File: src/rtl/brew_order_scheduler.sv
// -----------------------------------------------------------------------------
// brew_order_scheduler
//
// Purpose:
//   Queues coffee orders from the selection front-end in a small FIFO and
//   dispatches them one at a time to the brewing FSM with a start/done
//   handshake. A cool-down gap follows every completed brew, and a watchdog
//   moves the scheduler to FAULT when a brew never reports completion.
//
// Ports:
//   clk           in   system clock, rising edge
//   reset         in   asynchronous, active-high reset
//   order_valid   in   single-cycle order request
//   order_type    in   coffee type 0..2 (3 is illegal)
//   cancel_all    in   single-cycle pulse, flushes the queue
//   clear_fault   in   single-cycle pulse, leaves FAULT
//   brew_done     in   single-cycle completion pulse from the brewer
//   order_accept  out  one-cycle pulse, order was stored
//   order_reject  out  one-cycle pulse, order was dropped
//   brew_start    out  one-cycle start pulse to the brewer
//   brew_type     out  type of the current / last dispatched brew
//   brew_busy     out  high while issuing or brewing
//   fault         out  high in FAULT
//   queue_count   out  occupied FIFO entries
//   served_count  out  completed brews, wraps at 255
// -----------------------------------------------------------------------------
module brew_order_scheduler #(
   parameter int DEPTH          = 4,
   parameter int GAP_CYCLES     = 50000000,
   parameter int TIMEOUT_CYCLES = 1500000000,
   parameter int TIMER_W        = 32
) (
   input  logic                     clk,
   input  logic                     reset,
   input  logic                     order_valid,
   input  logic [1:0]               order_type,
   input  logic                     cancel_all,
   input  logic                     clear_fault,
   input  logic                     brew_done,
   output logic                     order_accept,
   output logic                     order_reject,
   output logic                     brew_start,
   output logic [1:0]               brew_type,
   output logic                     brew_busy,
   output logic                     fault,
   output logic [$clog2(DEPTH):0]   queue_count,
   output logic [7:0]               served_count
);

   localparam int AW = $clog2(DEPTH);
   localparam int CW = AW + 1;

   localparam logic [TIMER_W-1:0] TIMER_ZERO   = {TIMER_W{1'b0}};
   localparam logic [TIMER_W-1:0] TIMER_ONE    = TIMER_W'(1);
   localparam logic [TIMER_W-1:0] TIMEOUT_LAST = TIMER_W'(TIMEOUT_CYCLES - 1);
   localparam logic [TIMER_W-1:0] GAP_LAST     = TIMER_W'(GAP_CYCLES - 1);
   localparam logic [CW-1:0]      COUNT_ZERO   = {CW{1'b0}};
   localparam logic [CW-1:0]      COUNT_FULL   = CW'(DEPTH);
   localparam logic [AW-1:0]      PTR_ZERO     = {AW{1'b0}};
   localparam logic [AW-1:0]      PTR_ONE      = AW'(1);
   localparam logic [1:0]         TYPE_ILLEGAL = 2'd3;

   typedef enum logic [2:0] {
      ST_IDLE    = 3'd0,
      ST_ISSUE   = 3'd1,
      ST_BREWING = 3'd2,
      ST_GAP     = 3'd3,
      ST_FAULT   = 3'd4
   } state_t;

   // Pointer advance; DEPTH is a power of two so natural wrap is correct.
   function automatic logic [AW-1:0] ptr_inc(input logic [AW-1:0] ptr);
      return ptr + PTR_ONE;
   endfunction

   state_t               state_r;
   state_t               state_next;
   logic [TIMER_W-1:0]   timer_r;
   logic [TIMER_W-1:0]   timer_next;

   logic [1:0]           fifo_mem [DEPTH];
   logic [AW-1:0]        head_r;
   logic [AW-1:0]        tail_r;
   logic [CW-1:0]        count_r;
   logic [CW-1:0]        count_next;

   logic                 pop_s;
   logic                 push_ok_s;
   logic                 full_s;
   logic                 start_s;
   logic                 served_inc_s;

   logic                 order_accept_r;
   logic                 order_reject_r;
   logic                 brew_start_r;
   logic [1:0]           brew_type_r;
   logic                 brew_busy_r;
   logic                 fault_r;
   logic [7:0]           served_r;

   assign full_s = (count_r == COUNT_FULL);

   // Next-state, timer and dispatch decisions for the brew sequencer.
   always_comb begin
      state_next   = state_r;
      timer_next   = timer_r;
      pop_s        = 1'b0;
      start_s      = 1'b0;
      served_inc_s = 1'b0;
      case (state_r)
         ST_IDLE: begin
            // A flush on this edge wins over dispatching the head entry.
            if ((count_r != COUNT_ZERO) && !cancel_all) begin
               pop_s      = 1'b1;
               state_next = ST_ISSUE;
            end else begin
               state_next = ST_IDLE;
            end
         end
         ST_ISSUE: begin
            start_s    = 1'b1;
            timer_next = TIMER_ZERO;
            state_next = ST_BREWING;
         end
         ST_BREWING: begin
            // Completion is checked first so a done on the timeout cycle counts.
            if (brew_done) begin
               served_inc_s = 1'b1;
               timer_next   = TIMER_ZERO;
               state_next   = ST_GAP;
            end else if (timer_r == TIMEOUT_LAST) begin
               timer_next   = TIMER_ZERO;
               state_next   = ST_FAULT;
            end else begin
               timer_next   = timer_r + TIMER_ONE;
               state_next   = ST_BREWING;
            end
         end
         ST_GAP: begin
            if (timer_r == GAP_LAST) begin
               timer_next = TIMER_ZERO;
               state_next = ST_IDLE;
            end else begin
               timer_next = timer_r + TIMER_ONE;
               state_next = ST_GAP;
            end
         end
         ST_FAULT: begin
            if (clear_fault) begin
               state_next = ST_IDLE;
            end else begin
               state_next = ST_FAULT;
            end
         end
         default: begin
            timer_next = TIMER_ZERO;
            state_next = ST_IDLE;
         end
      endcase
   end

   // Push acceptance and occupancy update; a pop frees a slot on the same edge.
   always_comb begin
      push_ok_s  = order_valid && (order_type != TYPE_ILLEGAL) && !cancel_all
                   && (!full_s || pop_s);
      count_next = count_r;
      if (cancel_all) begin
         count_next = COUNT_ZERO;
      end else begin
         count_next = count_r + {{AW{1'b0}}, push_ok_s} - {{AW{1'b0}}, pop_s};
      end
   end

   // FSM state and shared gap/timeout timer.
   always_ff @(posedge clk or posedge reset) begin
      if (reset) begin
         state_r <= ST_IDLE;
         timer_r <= TIMER_ZERO;
      end else begin
         state_r <= state_next;
         timer_r <= timer_next;
      end
   end

   // FIFO storage; contents are don't-care while the pointers say empty.
   always_ff @(posedge clk) begin
      if (push_ok_s) begin
         fifo_mem[tail_r] <= order_type;
      end
   end

   // FIFO pointers and occupancy.
   always_ff @(posedge clk or posedge reset) begin
      if (reset) begin
         head_r  <= PTR_ZERO;
         tail_r  <= PTR_ZERO;
         count_r <= COUNT_ZERO;
      end else begin
         count_r <= count_next;
         if (cancel_all) begin
            head_r <= PTR_ZERO;
            tail_r <= PTR_ZERO;
         end else begin
            if (push_ok_s) begin
               tail_r <= ptr_inc(tail_r);
            end
            if (pop_s) begin
               head_r <= ptr_inc(head_r);
            end
         end
      end
   end

   // Registered status and handshake outputs.
   always_ff @(posedge clk or posedge reset) begin
      if (reset) begin
         order_accept_r <= 1'b0;
         order_reject_r <= 1'b0;
         brew_start_r   <= 1'b0;
         brew_type_r    <= 2'd0;
         brew_busy_r    <= 1'b0;
         fault_r        <= 1'b0;
         served_r       <= 8'd0;
      end else begin
         order_accept_r <= push_ok_s;
         order_reject_r <= order_valid && !push_ok_s;
         brew_start_r   <= start_s;
         brew_busy_r    <= (state_next == ST_ISSUE) || (state_next == ST_BREWING);
         fault_r        <= (state_next == ST_FAULT);
         // Head is read before any same-edge write, so a full-FIFO push is safe.
         if (pop_s) begin
            brew_type_r <= fifo_mem[head_r];
         end
         if (served_inc_s) begin
            served_r <= served_r + 8'd1;
         end
      end
   end

   assign order_accept = order_accept_r;
   assign order_reject = order_reject_r;
   assign brew_start   = brew_start_r;
   assign brew_type    = brew_type_r;
   assign brew_busy    = brew_busy_r;
   assign fault        = fault_r;
   assign queue_count  = count_r;
   assign served_count = served_r;

endmodule

File: config.mk
export PLATFORM = sky130hd
export DESIGN_NAME = brew_order_scheduler
export DESIGN_NICKNAME = d
export VERILOG_FILES = /design/src/rtl/brew_order_scheduler.sv
export SDC_FILE = /design/constraint.sdc
export NUM_CORES = 1
export LEC_CHECK = 0
export ABC_AREA = 1
export CORE_MARGIN = 3
export CORE_UTILIZATION = 44
export DETAILED_ROUTE_END_ITERATION = 8
export SETUP_SLACK_MARGIN = 0.02
export SLEW_MARGIN = 20
export SYNTH_ARGS = -nofsm -noshare
export SYNTH_HDL_FRONTEND = slang
export SYNTH_SLANG_ARGS = --single-unit
File: constraint.sdc
create_clock -name clk -period 3.05 [get_ports clk]
set_input_delay 0.61 -clock clk [delete_from_list [all_inputs] [get_ports clk]]
set_output_delay 0.61 -clock clk [all_outputs]
set_load 0.03 [all_outputs]
After elaboration in Yosys (flattened, before gate mapping)
Memory sizes are Yosys's and may differ from the RTL's. A register that Yosys moved wholly into a read port is not among the register bits.
Index checks and enable logic that the tools add are counted.
{ "totals": {"reg_bits": 55, "mem_bits_rw": 8, "input_bits": 8, "out_inout_bits": 18, "mem_count": 1} }
{ "classes": {"n_addsub": 6, "n_eq_ne": 11, "muxes": 22, "reduce_logical": 15} }
{ "mem_list": {"columns": ["name", "depth", "word_bits", "rd", "rd_ports_with_merged_regs", "write_ports", "line_no", "rtl"], "rows": [
  ["fifo_mem", 4, 2, 1, 1, 1, "81", "logic [1:0] fifo_mem [DEPTH];"]
]} }
{ "ops": {"columns": ["op", "count"], "rows": [
  ["32-bit two-way mux", 3],
  ["32-bit case mux with 3 select lines", 1],
  ["32-bit by 1-bit adder with 32-bit output, second input constant", 1],
  ["32-bit by 26-bit equality test with 1-bit output, second input constant", 1],
  ["32-bit by 31-bit equality test with 1-bit output, second input constant", 1],
  ["3-bit case mux with 5 select lines", 1],
  ["3-bit two-way mux", 4],
  ["2-bit two-way mux", 5],
  ["3-bit by 2-bit equality test with 1-bit output, second input constant", 3],
  ["3-bit equality test, second input constant", 3],
  ["8-bit by 1-bit adder with 8-bit output, second input constant", 1],
  ["1-bit two-way mux", 8],
  ["3-bit by 1-bit equality test with 1-bit output, second input constant", 2],
  ["1-bit logical AND", 5],
  ["2-bit by 1-bit adder with 2-bit output, second input constant", 2],
  ["2-bit nonzero test", 2],
  ["3-bit by 1-bit adder with 3-bit output", 1],
  ["1-bit logical NOT", 3],
  ["3-bit logical NOT", 1],
  ["3-bit nonzero test", 1],
  ["3-bit by 1-bit subtractor with 3-bit output", 1],
  ["1-bit logical OR", 2],
  ["2-bit inequality test, second input constant", 1],
  ["2-bit OR reduction", 1]
]} }

Logic depth before layout (Yosys ltp)
{ "logic_depth": {"word_depth": 9, "depth_mapped": 12, "ltp_nobuf": 11} }

Least setup slack after synthesis
Ideal clock, no wire load.
{ "synth_timing": {"kind": "input-to-reg", "from": "input cancel_all", "to": "register count_r[2], in the netlist queue_count[2]", "setup_ps": 86, "arrival_ps": 2177, "t_required_ps": 2964, "slack_ps": 787, "cell_stages": 11, "path_buffers": 0, "path_cell_list": "inv_1 nand3_1 o21ai_0 nand3_1 ha_1 inv_1 ha_1 inv_1 fa_1 and3_1 nor3_1"} }
{ "synth_between": {"elab_chain_cells": 9, "word_cells_on_any_way": 10, "classes_between": "add/sub (2); mux (3); reduce/logical (5)"} }
{ "synth_rtl": {"columns": ["element", "line_no", "rtl"], "rows": [
  ["start, declared", "37", "input logic cancel_all,"],
  ["1-bit logical NOT", "113, 164", null],
  ["1-bit logical AND", "113", "if ((count_r != COUNT_ZERO) && !cancel_all) begin"],
  ["1-bit two-way mux", "113", null],
  ["1-bit two-way mux", "110", "case (state_r)"],
  ["1-bit logical OR", "165", "&& (!full_s || pop_s);"],
  ["1-bit logical AND", "165", null],
  ["3-bit by 1-bit adder with 3-bit output", "170", "count_next = count_r + {{AW{1'b0}}, push_ok_s} - {{AW{1'b0}}, pop_s};"],
  ["3-bit by 1-bit subtractor with 3-bit output", "170", null],
  ["3-bit two-way mux (*)", "167", "if (cancel_all) begin"],
  ["named net count_next[2]", "85", "logic [CW-1:0] count_next;"],
  ["end signal, assigned", "199", "count_r <= count_next;"],
  ["end, declared", "84", "logic [CW-1:0] count_r;"]
]} }
Mark *: on every way through the listed nets, which the timed path passes. The rest lies on a longest branch.
A chain may end at the register's enable or synchronous reset.

Final worst setup path
Same ends and word-level chain as after synthesis.

==> summary by stage <==
Critical path
The required time of the critical path is 3.31 ns. STA puts the critical path data arrival time at 2.78 ns. The category of the critical setup timing path is in2reg. The nature of the critical path endpoint is a register. Along the worst path, the maximum fanout reaches 6.

The worst setup path is launched from a primary input.

Synthesis
After synthesis the netlist holds a flip-flop and latch count of 65. Averaged over all synthesized cells, the footprint is 7.08 um^2. Yosys printed 0 warnings.

The number of unique standard cell types used by synthesis is 32. The count of mapped cells out of synthesis is 566. After synthesis the cells add up to 4010 um^2.

The total nets after synthesis is 583. For this run, the register share of the synthesized area comes to 0.416.

Timing
The setup-violating endpoint count in the final report is 0. The number of hold violations in the final report was 0. After layout, the minimum clock period comes to 2.52 ns. The actual slew at the worst max-slew pin is 0.635 ns. The summed negative setup slack over all endpoints is 0 ns. In the finished design, the share of the clock period the worst path needs comes to 0.827. The relative max-transition margin is 0.576. Setup repair after global routing left no endpoint under its margin.

The worst setup slack after layout is 0.528 ns. For this run, the top clock speed supported by timing is 397 MHz. Across the routed clock network, the largest skew measured is 0.0149 ns. The final number of max-transition violations is 0.

Power and ir drop
The static leakage is 0.00206 uW. The power density over cell area is 616 nW/um^2. The worst-case vdd ir drop is 0.000474 V.

Clocking
After clock tree synthesis, the flow added hold-fix buffers numbering 0. The H-tree depth is 3. The tree built by TritonCTS fans out to 65 sinks. The clock-pin slew on the worst setup and hold paths is 0.07 ns. The number of buffers created by CTS is 9. The clock latency on the worst-skew pair is 0.34 ns.

The post-CTS setup buffer count is 0. The tree is rooted in a clkbuf_8. The TritonCTS clock tree is done. The maximum clock path buffer count is 2. The quantity of gates resized following cts is 0.

Routing
In the routed design, unresolved DRC markers number 0. The first-pass iteration count of the detailed router is 5. After detailed routing, the average wire length per cell comes to 14.6 um. The detail-routed via count per cell is 5.25. The total via count in the routed design is 3,740. After detailed routing, the total wire length is 10,400 um.

The final antenna-violating net count is 0. The detailed router finished its first iteration with 189 violations.

Floorplanning
The I/O pin total is 26. Measured along the y axis, the die boundary spans 101 um. The die covers 10,300 um^2.

The die extent in x is 101 um. In this run the core area contains 34 standard-cell rows. The placeable core area is 8810 um^2.

The initial core utilization is 0.455.

Placed design
Input and output buffers added on the ports amount to 25. The placed instances occupy a cell area of 4420 um^2. The detailed placement HPWL is 7670 um. Including well taps, the total number of placed cells is 697. OpenSTA, run right after detailed placement, puts the worst setup slack at 0.170 ns. The final RePlAce weighted congestion is 0.947.

Global route
The via count of the first global-routing pass was 3,704. The initial antenna violation count is 0. The total overflow left after global routing is 0. The overall track demand over capacity in global routing is 0.218. The first-pass GRT wire length is 17,700 um. Entering global routing, the biggest net connects 32 pins.

Finish
The net count of the finished layout is 617. In the final layout, the share of cells above drive strength 1 is 0.0661. The filler cell count in the final layout is 884.

The sequential cells in the finished layout cover a total of 1670 um^2. The area growth from synthesis to layout is 15.1%. The non-filler instance count after layout is 713. The number of antenna diodes in the final layout is 0. In the final layout, the multi-input gates occupy 2040 um^2. Once layout is done, the placed cells without fillers occupy 4620 um^2.

Hold path
The tightest min-delay check is of the reg2reg type.

Job
Across the run, the number of max-cap violations was 0.

Status
The run finished with clean final reports.
## cell type report
type / count / share of cell area
multi-input combinational: 423 / 0.442
sequential: 65 / 0.361
timing repair buffer: 33 / 0.0699
inverter: 68 / 0.0553
clock buffer: 11 / 0.0306
tap: 108 / 0.0293
clock inverter: 5 / 0.0119
## power breakdown
part / switching (uW) / internal, uW / leakage [uW]
logic: 637 / 324 / 0.00113
clock network: 351 / 397 / 0.0000953
registers: 131 / 1000 / 0.000838
## kinds of logic after synthesis
group,share of synthesized area
compound gates,0.0359
xor+xnor,0.0459
fa+ha+maj,0.0300
buf+inv,0.0762
flops,0.416
simple gates,0.396
## per-layer routing
| metal | vias up | track usage | wire length [um] | share of wire |
|---|---|---|---|---|
| li1 | 1878 | - | - | - |
| met1 | 1748 | 0.283 | 4650 | 0.45 |
| met2 | 92 | 0.369 | 4990 | 0.48 |
| met3 | 22 | 0.0372 | 501 | 0.048 |
| met4 | 0 | 0.0746 | 265 | 0.025 |
| met5 | - | 0 | 0 | 0 |
## cell usage in the layout, fill, tap and decap left out, drive strengths merged, types with 8 or more instances in the layout
cell	netlist	final
clkdlybuf4s50	0	25
xor2	13	13
nand4	26	26
inv	67	67
clkbuf	5	11
edfxtp	8	8
dfrtp	57	57
o21ai	13	13
ha	8	8
nor2	91	91
buf	5	8
xnor2	8	8
nand2	191	191
nand3	53	53
## synthesized netlist by cell type
master | count | area share
nand2_4 | 1 | 0.0028
or2_2 | 1 | 0.0016
o32ai_1 | 2 | 0.0044
nand3_1 | 53 | 0.066
nand2_1 | 187 | 0.18
o22ai_1 | 2 | 0.0031
inv_1 | 65 | 0.061
nor3_2 | 1 | 0.0025
dfrtp_1 | 57 | 0.36
buf_2 | 4 | 0.0050
ha_1 | 8 | 0.025
clkinv_1 | 1 | 0.00094
nand2_2 | 3 | 0.0047
nor3_1 | 4 | 0.0050
buf_6 | 1 | 0.0028
inv_2 | 2 | 0.0019
clkbuf_1 | 5 | 0.0047
nor2_4 | 4 | 0.011
o211ai_1 | 2 | 0.0037
nor3b_1 | 1 | 0.0019
a31oi_1 | 1 | 0.0016
xor2_1 | 13 | 0.028
fa_1 | 1 | 0.0050
o2111ai_1 | 2 | 0.0044
a21oi_1 | 2 | 0.0025
edfxtp_1 | 8 | 0.060
xnor2_1 | 8 | 0.017
o21ai_0 | 13 | 0.016
nor2_1 | 84 | 0.079
and3_1 | 1 | 0.0016
nand4_1 | 26 | 0.041
nor2_2 | 3 | 0.0047
## worst max-delay path, cell delays in order
cell,delay [ns]
clkdlybuf4s50_1,0.51
inv_1,0.14
nand3_1,0.10
o21ai_0,0.10
nand3_1,0.13
ha_1,0.31
inv_1,0.05
ha_1,0.12
inv_1,0.05
fa_1,0.37
and3_1,0.17
nor3_1,0.13
## through the flow
| stage | hold WS (ns) | util | power, uW |
|---|---|---|---|
| floorplan | 0.447 | - | 1750 |
| global placement | 0.463 | 0.502 | 2100 |
| detailed placement | 0.473 | 0.502 | 2110 |
| CTS | 0.493 | 0.524 | 2870 |
| global route | 0.533 | 0.524 | 3020 |
| finish | 0.484 | 0.524 | 2840 |
## path summary, 6_finish.rpt
kind | startpoint | end | slack [ns] | cells after the start
worst max-delay path | cancel_all | queue_count[2]$_DFF_PP0_ | 0.53 | 12
max in group asynchronous | reset | state_r[2]$_DFF_PP0_ | 1.78 | 3
worst min-delay path | served_count[7]$_DFFE_PP0P_ | served_count[7]$_DFFE_PP0P_ | 0.48 | 1
min in group asynchronous | reset | timer_r[29]$_DFFE_PP0N_ | 0.66 | 2
worst max register to register | state_r[0]$_DFF_PP0_ | queue_count[2]$_DFF_PP0_ | 0.87 | 11
worst min register to register | served_count[7]$_DFFE_PP0P_ | served_count[7]$_DFFE_PP0P_ | 0.48 | 1
## state kept, by name, summed over array words and instances, names as in the netlist
signal,cells
brew_busy,1
brew_start,1
brew_type,2
fault,1
fifo_mem,8
head_r,2
order_accept,1
order_reject,1
queue_count,3
served_count,8
state_r,3
tail_r,2
timer_r,32
Note: power is estimated with default switching activity, not from simulation.
